--- src/rtl/pwm_capture.sv ---
// Measures period, high time and 8-bit duty of an asynchronous PWM input.
// Duty/valid land 9 cycles after a capture; no backpressure, captures during a division raise overrun.
module pwm_capture #(
    parameter int CNT_W = 16
) (
    input  logic             clk,
    input  logic             rst,
    input  logic             enable,
    input  logic             pwm_in,
    output logic [CNT_W-1:0] period,
    output logic [CNT_W-1:0] high_time,
    output logic [7:0]       duty,
    output logic             valid,
    output logic             stuck_hi,
    output logic             stuck_lo,
    output logic             overrun
);

    localparam logic [CNT_W-1:0] CNT_MAX = {CNT_W{1'b1}};
    localparam logic [CNT_W-1:0] CNT_ONE = CNT_W'(1);

    typedef enum logic [1:0] {
        IDLE = 2'd0,
        HIGH = 2'd1,
        LOW  = 2'd2
    } state_t;

    logic             sync1_q, sync2_q, sync_dly_q;
    logic             rise, fall;

    state_t           state_q, state_d;
    logic [CNT_W-1:0] cnt_q, cnt_d;
    logic [CNT_W-1:0] snap_q, snap_d;
    logic [CNT_W-1:0] period_q, period_d;
    logic [CNT_W-1:0] high_q, high_d;
    logic [7:0]       duty_q, duty_d;
    logic             valid_q, valid_d;
    logic             stuck_hi_q, stuck_hi_d;
    logic             stuck_lo_q, stuck_lo_d;
    logic             overrun_q, overrun_d;

    logic             busy_q, busy_d;
    logic [2:0]       it_q, it_d;
    logic [CNT_W:0]   rem_q, rem_d;
    logic [CNT_W-1:0] den_q, den_d;
    logic [7:0]       quo_q, quo_d;

    logic [CNT_W-1:0] cnt_inc;
    logic [CNT_W:0]   rem_sh, rem_nx, den_ext;
    logic             ge;
    logic [7:0]       quo_nx;
    logic             capture;

    assign rise = sync2_q & ~sync_dly_q;
    assign fall = ~sync2_q & sync_dly_q;

    assign cnt_inc = (cnt_q == CNT_MAX) ? cnt_q : cnt_q + CNT_ONE;

    // Restoring step: remainder stays below the divisor, so doubling fits in CNT_W+1 bits.
    assign den_ext = {1'b0, den_q};
    assign rem_sh  = rem_q << 1;
    assign ge      = (rem_sh >= den_ext);
    assign rem_nx  = ge ? (rem_sh - den_ext) : rem_sh;
    assign quo_nx  = (quo_q << 1) | {7'd0, ge};

    always_comb begin
        state_d    = state_q;
        cnt_d      = cnt_q;
        snap_d     = snap_q;
        period_d   = period_q;
        high_d     = high_q;
        duty_d     = duty_q;
        stuck_hi_d = stuck_hi_q;
        stuck_lo_d = stuck_lo_q;
        valid_d    = 1'b0;
        overrun_d  = 1'b0;
        busy_d     = busy_q;
        it_d       = it_q;
        rem_d      = rem_q;
        den_d      = den_q;
        quo_d      = quo_q;
        capture    = 1'b0;

        if (!enable) begin
            state_d = IDLE;
            cnt_d   = '0;
            snap_d  = '0;
            busy_d  = 1'b0;
            it_d    = '0;
            rem_d   = '0;
            den_d   = '0;
            quo_d   = '0;
        end else begin
            if (busy_q) begin
                rem_d = rem_nx;
                quo_d = quo_nx;
                it_d  = it_q + 3'd1;
                if (it_q == 3'd7) begin
                    busy_d  = 1'b0;
                    duty_d  = quo_nx;
                    valid_d = 1'b1;
                end
            end

            if (rise) begin
                stuck_hi_d = 1'b0;
                stuck_lo_d = 1'b0;
            end

            case (state_q)
                IDLE: begin
                    if (rise) begin
                        state_d = HIGH;
                        cnt_d   = CNT_ONE;
                    end
                end
                HIGH: begin
                    if (fall) begin
                        state_d = LOW;
                        snap_d  = cnt_q;
                        cnt_d   = cnt_inc;
                    end else if (cnt_q == CNT_MAX) begin
                        // A stuck report replaces any in-flight division result.
                        state_d    = IDLE;
                        cnt_d      = '0;
                        stuck_hi_d = 1'b1;
                        stuck_lo_d = 1'b0;
                        duty_d     = 8'hFF;
                        valid_d    = 1'b1;
                        busy_d     = 1'b0;
                    end else begin
                        cnt_d = cnt_inc;
                    end
                end
                LOW: begin
                    if (rise) begin
                        state_d = HIGH;
                        cnt_d   = CNT_ONE;
                        capture = 1'b1;
                    end else if (cnt_q == CNT_MAX) begin
                        state_d    = IDLE;
                        cnt_d      = '0;
                        stuck_lo_d = 1'b1;
                        stuck_hi_d = 1'b0;
                        duty_d     = 8'h00;
                        valid_d    = 1'b1;
                        busy_d     = 1'b0;
                    end else begin
                        cnt_d = cnt_inc;
                    end
                end
                default: state_d = IDLE;
            endcase

            if (capture) begin
                period_d = cnt_q;
                high_d   = snap_q;
                if (busy_q) begin
                    overrun_d = 1'b1;
                end else begin
                    busy_d = 1'b1;
                    it_d   = '0;
                    rem_d  = {1'b0, snap_q};
                    den_d  = cnt_q;
                    quo_d  = '0;
                end
            end
        end
    end

    always_ff @(posedge clk) begin
        if (rst) begin
            sync1_q    <= 1'b0;
            sync2_q    <= 1'b0;
            sync_dly_q <= 1'b0;
            state_q    <= IDLE;
            cnt_q      <= '0;
            snap_q     <= '0;
            period_q   <= '0;
            high_q     <= '0;
            duty_q     <= '0;
            valid_q    <= 1'b0;
            stuck_hi_q <= 1'b0;
            stuck_lo_q <= 1'b0;
            overrun_q  <= 1'b0;
            busy_q     <= 1'b0;
            it_q       <= '0;
            rem_q      <= '0;
            den_q      <= '0;
            quo_q      <= '0;
        end else begin
            sync1_q    <= pwm_in;
            sync2_q    <= sync1_q;
            sync_dly_q <= sync2_q;
            state_q    <= state_d;
            cnt_q      <= cnt_d;
            snap_q     <= snap_d;
            period_q   <= period_d;
            high_q     <= high_d;
            duty_q     <= duty_d;
            valid_q    <= valid_d;
            stuck_hi_q <= stuck_hi_d;
            stuck_lo_q <= stuck_lo_d;
            overrun_q  <= overrun_d;
            busy_q     <= busy_d;
            it_q       <= it_d;
            rem_q      <= rem_d;
            den_q      <= den_d;
            quo_q      <= quo_d;
        end
    end

    assign period    = period_q;
    assign high_time = high_q;
    assign duty      = duty_q;
    assign valid     = valid_q;
    assign stuck_hi  = stuck_hi_q;
    assign stuck_lo  = stuck_lo_q;
    assign overrun   = overrun_q;

endmodule

--- config.mk ---
export PLATFORM = sky130hd
export DESIGN_NAME = pwm_capture
export DESIGN_NICKNAME = d
export VERILOG_FILES = /design/src/rtl/pwm_capture.sv
export SDC_FILE = /design/constraint.sdc
export NUM_CORES = 1
export LEC_CHECK = 0
export CAP_MARGIN = 10
export CORE_MARGIN = 1.5
export CORE_UTILIZATION = 45
export DETAILED_ROUTE_END_ITERATION = 8
export GPL_ROUTABILITY_DRIVEN = 1
export SKIP_LAST_GASP = 1
export SLEW_MARGIN = 20
export SYNTH_ARGS = -nofsm -noshare
export SYNTH_HDL_FRONTEND = slang
export SYNTH_SLANG_ARGS = --single-unit
--- constraint.sdc ---
create_clock -name clk -period 2.9 [get_ports clk]
set_input_delay 0.29 -clock clk [delete_from_list [all_inputs] [get_ports clk]]
set_output_delay 0.29 -clock clk [all_outputs]
set_load 0.01 [all_outputs]
Word-level counts from Yosys, hierarchy flattened
Cells that the tools add are included.

cells by class
  mux-type cells = 58
  bitwise operators = 8
  reductions and logical operators = 8
  add/subtract/negate cells = 3
  equal/unequal tests = 5
  magnitude comparators = 1

operators by type and width
  operator                 number
  $mux W16                 5
  $mux W8                  9
  $mux W17                 4
  $pmux W16 S3             1
  $mux W1                  26
  $ge A17 B16 Y1           1
  $sub A17 B16 Y17         1
  $add A16 B1 Y16 const B  1
  $eq A16 B16 Y1 const B   1
  $pmux W8 S2              1
  $mux W3                  3
  $mux W2                  4
  $or A8 B1 Y8             1
  $pmux W1 S2              4
  $reduce_and A2 Y1        4
  $pmux W2 S3              1
  $not A1 Y1               5
  $add A3 B1 Y3 const B    1
  $eq A3 B3 Y1 const B     1
  $reduce_bool A3 Y1       1
  $reduce_or A3 Y1         1
  $and A1 B1 Y1            2
  $eq A2 B1 Y1 const B     1
  $eq A2 B2 Y1 const B     1
  other kinds (3)          3

storage, ports and cells
  bits of input ports = 4
  bits in registers = 126
  word-level logic and storage cells = 101
  output and inout port bits = 44

Logic depth before layout (Yosys ltp)
  depth after elaboration = 8
  depth in mapped cells = 11
  depth with buffers taken out = 9

Worst setup path after synthesis
OpenSTA, ideal clock, no wires.

  path type = register -> register
  from = register rem_q[0]
  to = register rem_q[14]
  required time = 2,808 ps
  path buffers = 0
  setup slack = 648 ps
  arrival time = 2,160 ps
  stages on the path, launching flop included = 9
  period minus slack after synthesis = 2,252 ps
  library setup time = 92 ps
  cell sequence = dfxtp_1 -> inv_1 -> fa_1 -> nand2b_1 -> a211oi_1 -> o21ai_1 -> a2111oi_0 -> nor4b_1 -> o32ai_1

on the way
  word-level cells in the longest chain between the ends = 5
  elaborated cells on any way between the ends = 6
  those cells by class = add/sub: 1; order compare: 1; mux: 4

RTL lines
  item                                                       RTL line  RTL
  from (decl)                                                44        logic [CNT_W:0] rem_q, rem_d;
  from (signal assigned)                                     207       rem_q <= rem_d;
  $sub A17 B16 Y17 / $ge A17 B16 Y1 (equally long branches)  63, 62
  $mux W17 (*)                                               63        assign rem_nx = ge ? (rem_sh - den_ext) : rem_sh;
  $mux W17 (*)                                               94        if (busy_q) begin
  $mux W17                                                   158       if (busy_q) begin
  $mux W17 (*)                                               155       if (capture) begin

Every way passes the cells marked *; elsewhere a longest branch is shown, timed or not.
A chain may end at the register's enable or synchronous reset.

Worst setup path in the final report
Ends and elaborated chain as after synthesis.

==> run metrics <==
Clock Latency Late Sink 0.41 ns; sequential power share 43.8%; Leak 2.75 nW; R2R Setup Slk 0.35 ns; Pwr Density 538 mW/mm^2; Clock Path Buffers 2; Yosys cell types 61; router iterations before antenna repair 5; Die Wd 119 um; ys async rst share 0%; Seq cells post-synth 124; hold path start sync1_q; Final setup viols 0; final net count 845; commonest non-fill, non-tap cell in the layout nand2_1; Avg Vias per Cell 5.44; share of layout cells above drive strength 1 6.54%; Initial Utilization 45.9%; Hold Violations, Final 0; # rows 42; Vias 5,447; maximum vdd drop 338 uV; Port Buffers 47; Area growth, synth to finish 20.3%; Sum Neg Setup Slack 0 ns; TritonCTS buffer count 17; first element of the critical path rem_q[0]; Final HPWL DP 11.0 mm; Clk network pwr share 54.1%; Seq/Total Area, Yosys 41.2%; ys flop type dfxtp_1; f_max 392 MHz; RR Startpoint rem_q[0]; CTS tree built; Worst Path Buf+Inv 1; max capacitance violation total 0; Synthesis Warnings 0; synthesized area per cell 7.77 um^2; Largest delay share family, worst path compound AO/OA/AOI/OAI gates; total gr overflow 0; Root Driver clkbuf_16; # Post-CTS Setup Buffers 0; Setup Skew 0.00683 ns; status finished clean; number of synthesized flops with an enable pin 0; H-tree Lvls 4; routed wire length per instance 15.6 um; switching share of power 20.2%; Worst-path clk slew 0.05 ns; post-CTS sizing 0; Comb pwr share 2.0%; height of the die 119 um; Synth Net Count 806; top-level I/O count 48; post-synthesis cell area 0.00603 mm^2; most frequent cells in the layout nand2_1 (163), dfxtp_1 (124), a21oi_1 (110); cell area after layout 0.00725 mm^2; clock sink count 124; antenna violations before repair 0; Pint 3.11 mW; Crit path arrival time 2.88 ns; Post-CTS Hold Buffers 0; n_diodes 0; CP endpoint kind flop; Final min period 2.55 ns; die area 0.0141 mm^2; DRT Wirelength 15.6 mm; WS Path Type flop to flop; fin crit share 88.1%; vias in the first global route 4,961; Synth Instances 776; Core ar. 0.0131 mm^2; Post-DP Area 0.00667 mm^2; worst slew pin tran 0.887 ns; RSZ-0062 raised after global routing no; Startpoint Class flop; DRT antenna net count 0; crit-path cells inv_1 -> fa_1 -> nand2b_1 -> a211oi_1 -> o21ai_1 -> a2111oi_0 -> nor4b_1 -> o32ai_1; worst min path class flop to flop; Final Wtd Congestion 0.855; Critical Path RT 3.22 ns; largest net degree at the start of global routing 46; Slew headroom 40.8%; first-pass GRT wire length 25.0 mm; CP max stage delay 0.45 ns; DRT iter0 DRCs 348; Final Max Slew Viols 0; Net Sw Power 788 uW; CP max-delay cell fa_1; CP Max Fanout 3; gr usage total 22.1%; DRC Markers 0
==> cells in the mapped netlist (all sizes together), types with 2 or more instances <==
library cell	number	share of area [%]
nor2b	7	0.73
a211oi	8	1.0
a2111oi	2	0.39
nand2b	9	1.1
or3	3	0.31
dfxtp	124	41
xnor2	10	1.5
nand2	163	10
a32oi	2	0.29
a221oi	2	0.29
and2	4	0.46
inv	29	1.8
o21bai	2	0.25
o2111ai	2	0.29
nor4b	2	0.29
a31oi	2	0.21
nor3b	4	0.50
mux2i	12	2.0
nand3	13	1.3
o31ai	2	0.25
a221o	7	1.2
o21ai	40	3.3
clkbuf	36	2.2
o21a	4	0.50
nor3	9	0.75
a21o	10	1.2
and3	5	0.54
o22ai	4	0.42
a31o	2	0.29
o2bb2ai	3	0.44
xor2	5	0.73
a21oi	110	9.1
nor2	82	5.1
buf	7	0.81
ha	25	5.2
o32ai	4	0.58
nand4	5	0.52
nor4	4	0.66
==> registers in the layout (all words and copies together), names as in the netlist, 7 cells and up <==
name	flops
den_q	16
rem_q	16
cnt_q	16
duty	8
snap_q	16
period	16
quo_q	7
high_time	16
==> area by class of cell <==
type,instances,area [um^2]
Multi-Input combinational cell,580,3250
Clock inverter,7,115
Timing Repair Buffer,63,603
Inverter,29,109
Fill cell,1263,5890
Tap cell,176,220
Sequential cell,124,2480
Clock buffer,23,468
==> worst paths after layout <==
kind,cells past startpoint,end
hold reg to reg,1,sync2_q
hold / removal,1,sync2_q
setup / recovery,8,rem_q[14]
setup reg to reg,8,rem_q[14]
==> kinds of logic (layout without fill, tap and decap cells) <==
kind of cell | count (synthesis) | after routing | synth area share, %
and+or+nand+nor | 314 | 314 | 23.1
AOI/OAI and AO/OA | 212 | 212 | 21.0
DFF | 124 | 124 | 41.2
buffers and inverters | 72 | 122 | 4.86
adders and majority gates | 26 | 26 | 5.52
xor gates and xnor gates | 15 | 15 | 2.18
muxes | 13 | 13 | 2.18
==> layer usage <==
layer | routed length, um | track usage [%]
met1 | 7860 | 31.1
met2 | 7030 | 33.9
met3 | 516 | 4.83
met4 | 196 | 6.85
met5 | 0 | 0
==> power by group through the flow <==
stage	clock network [mW]	registers (mW)	logic (mW)
CTS	2.15	1.71	0.0773
detailed placement	0	1.75	0.0770
finish	2.11	1.71	0.0785
global placement	0	1.75	0.0764
floorplan	0	1.75	0.0541
global route	2.21	1.71	0.0844
==> metrics by stage <==
step           total power, mW  utilization [%]  setup slack [ns]  std cells  hold slack (ns)
4_1_cts                   3.93             55.2             0.351       1002            0.441
2_1_floorplan             1.80                -             0.648        776            0.414
5_1_grt                   4.01             55.2             0.162       1002            0.446
3_5_place_dp              1.82             50.8             0.369        972            0.435
6_report                  3.90             55.2             0.346       1002            0.442
3_3_place_gp              1.82             50.8             0.394        972            0.420
(Power assumes the default switching activity.)
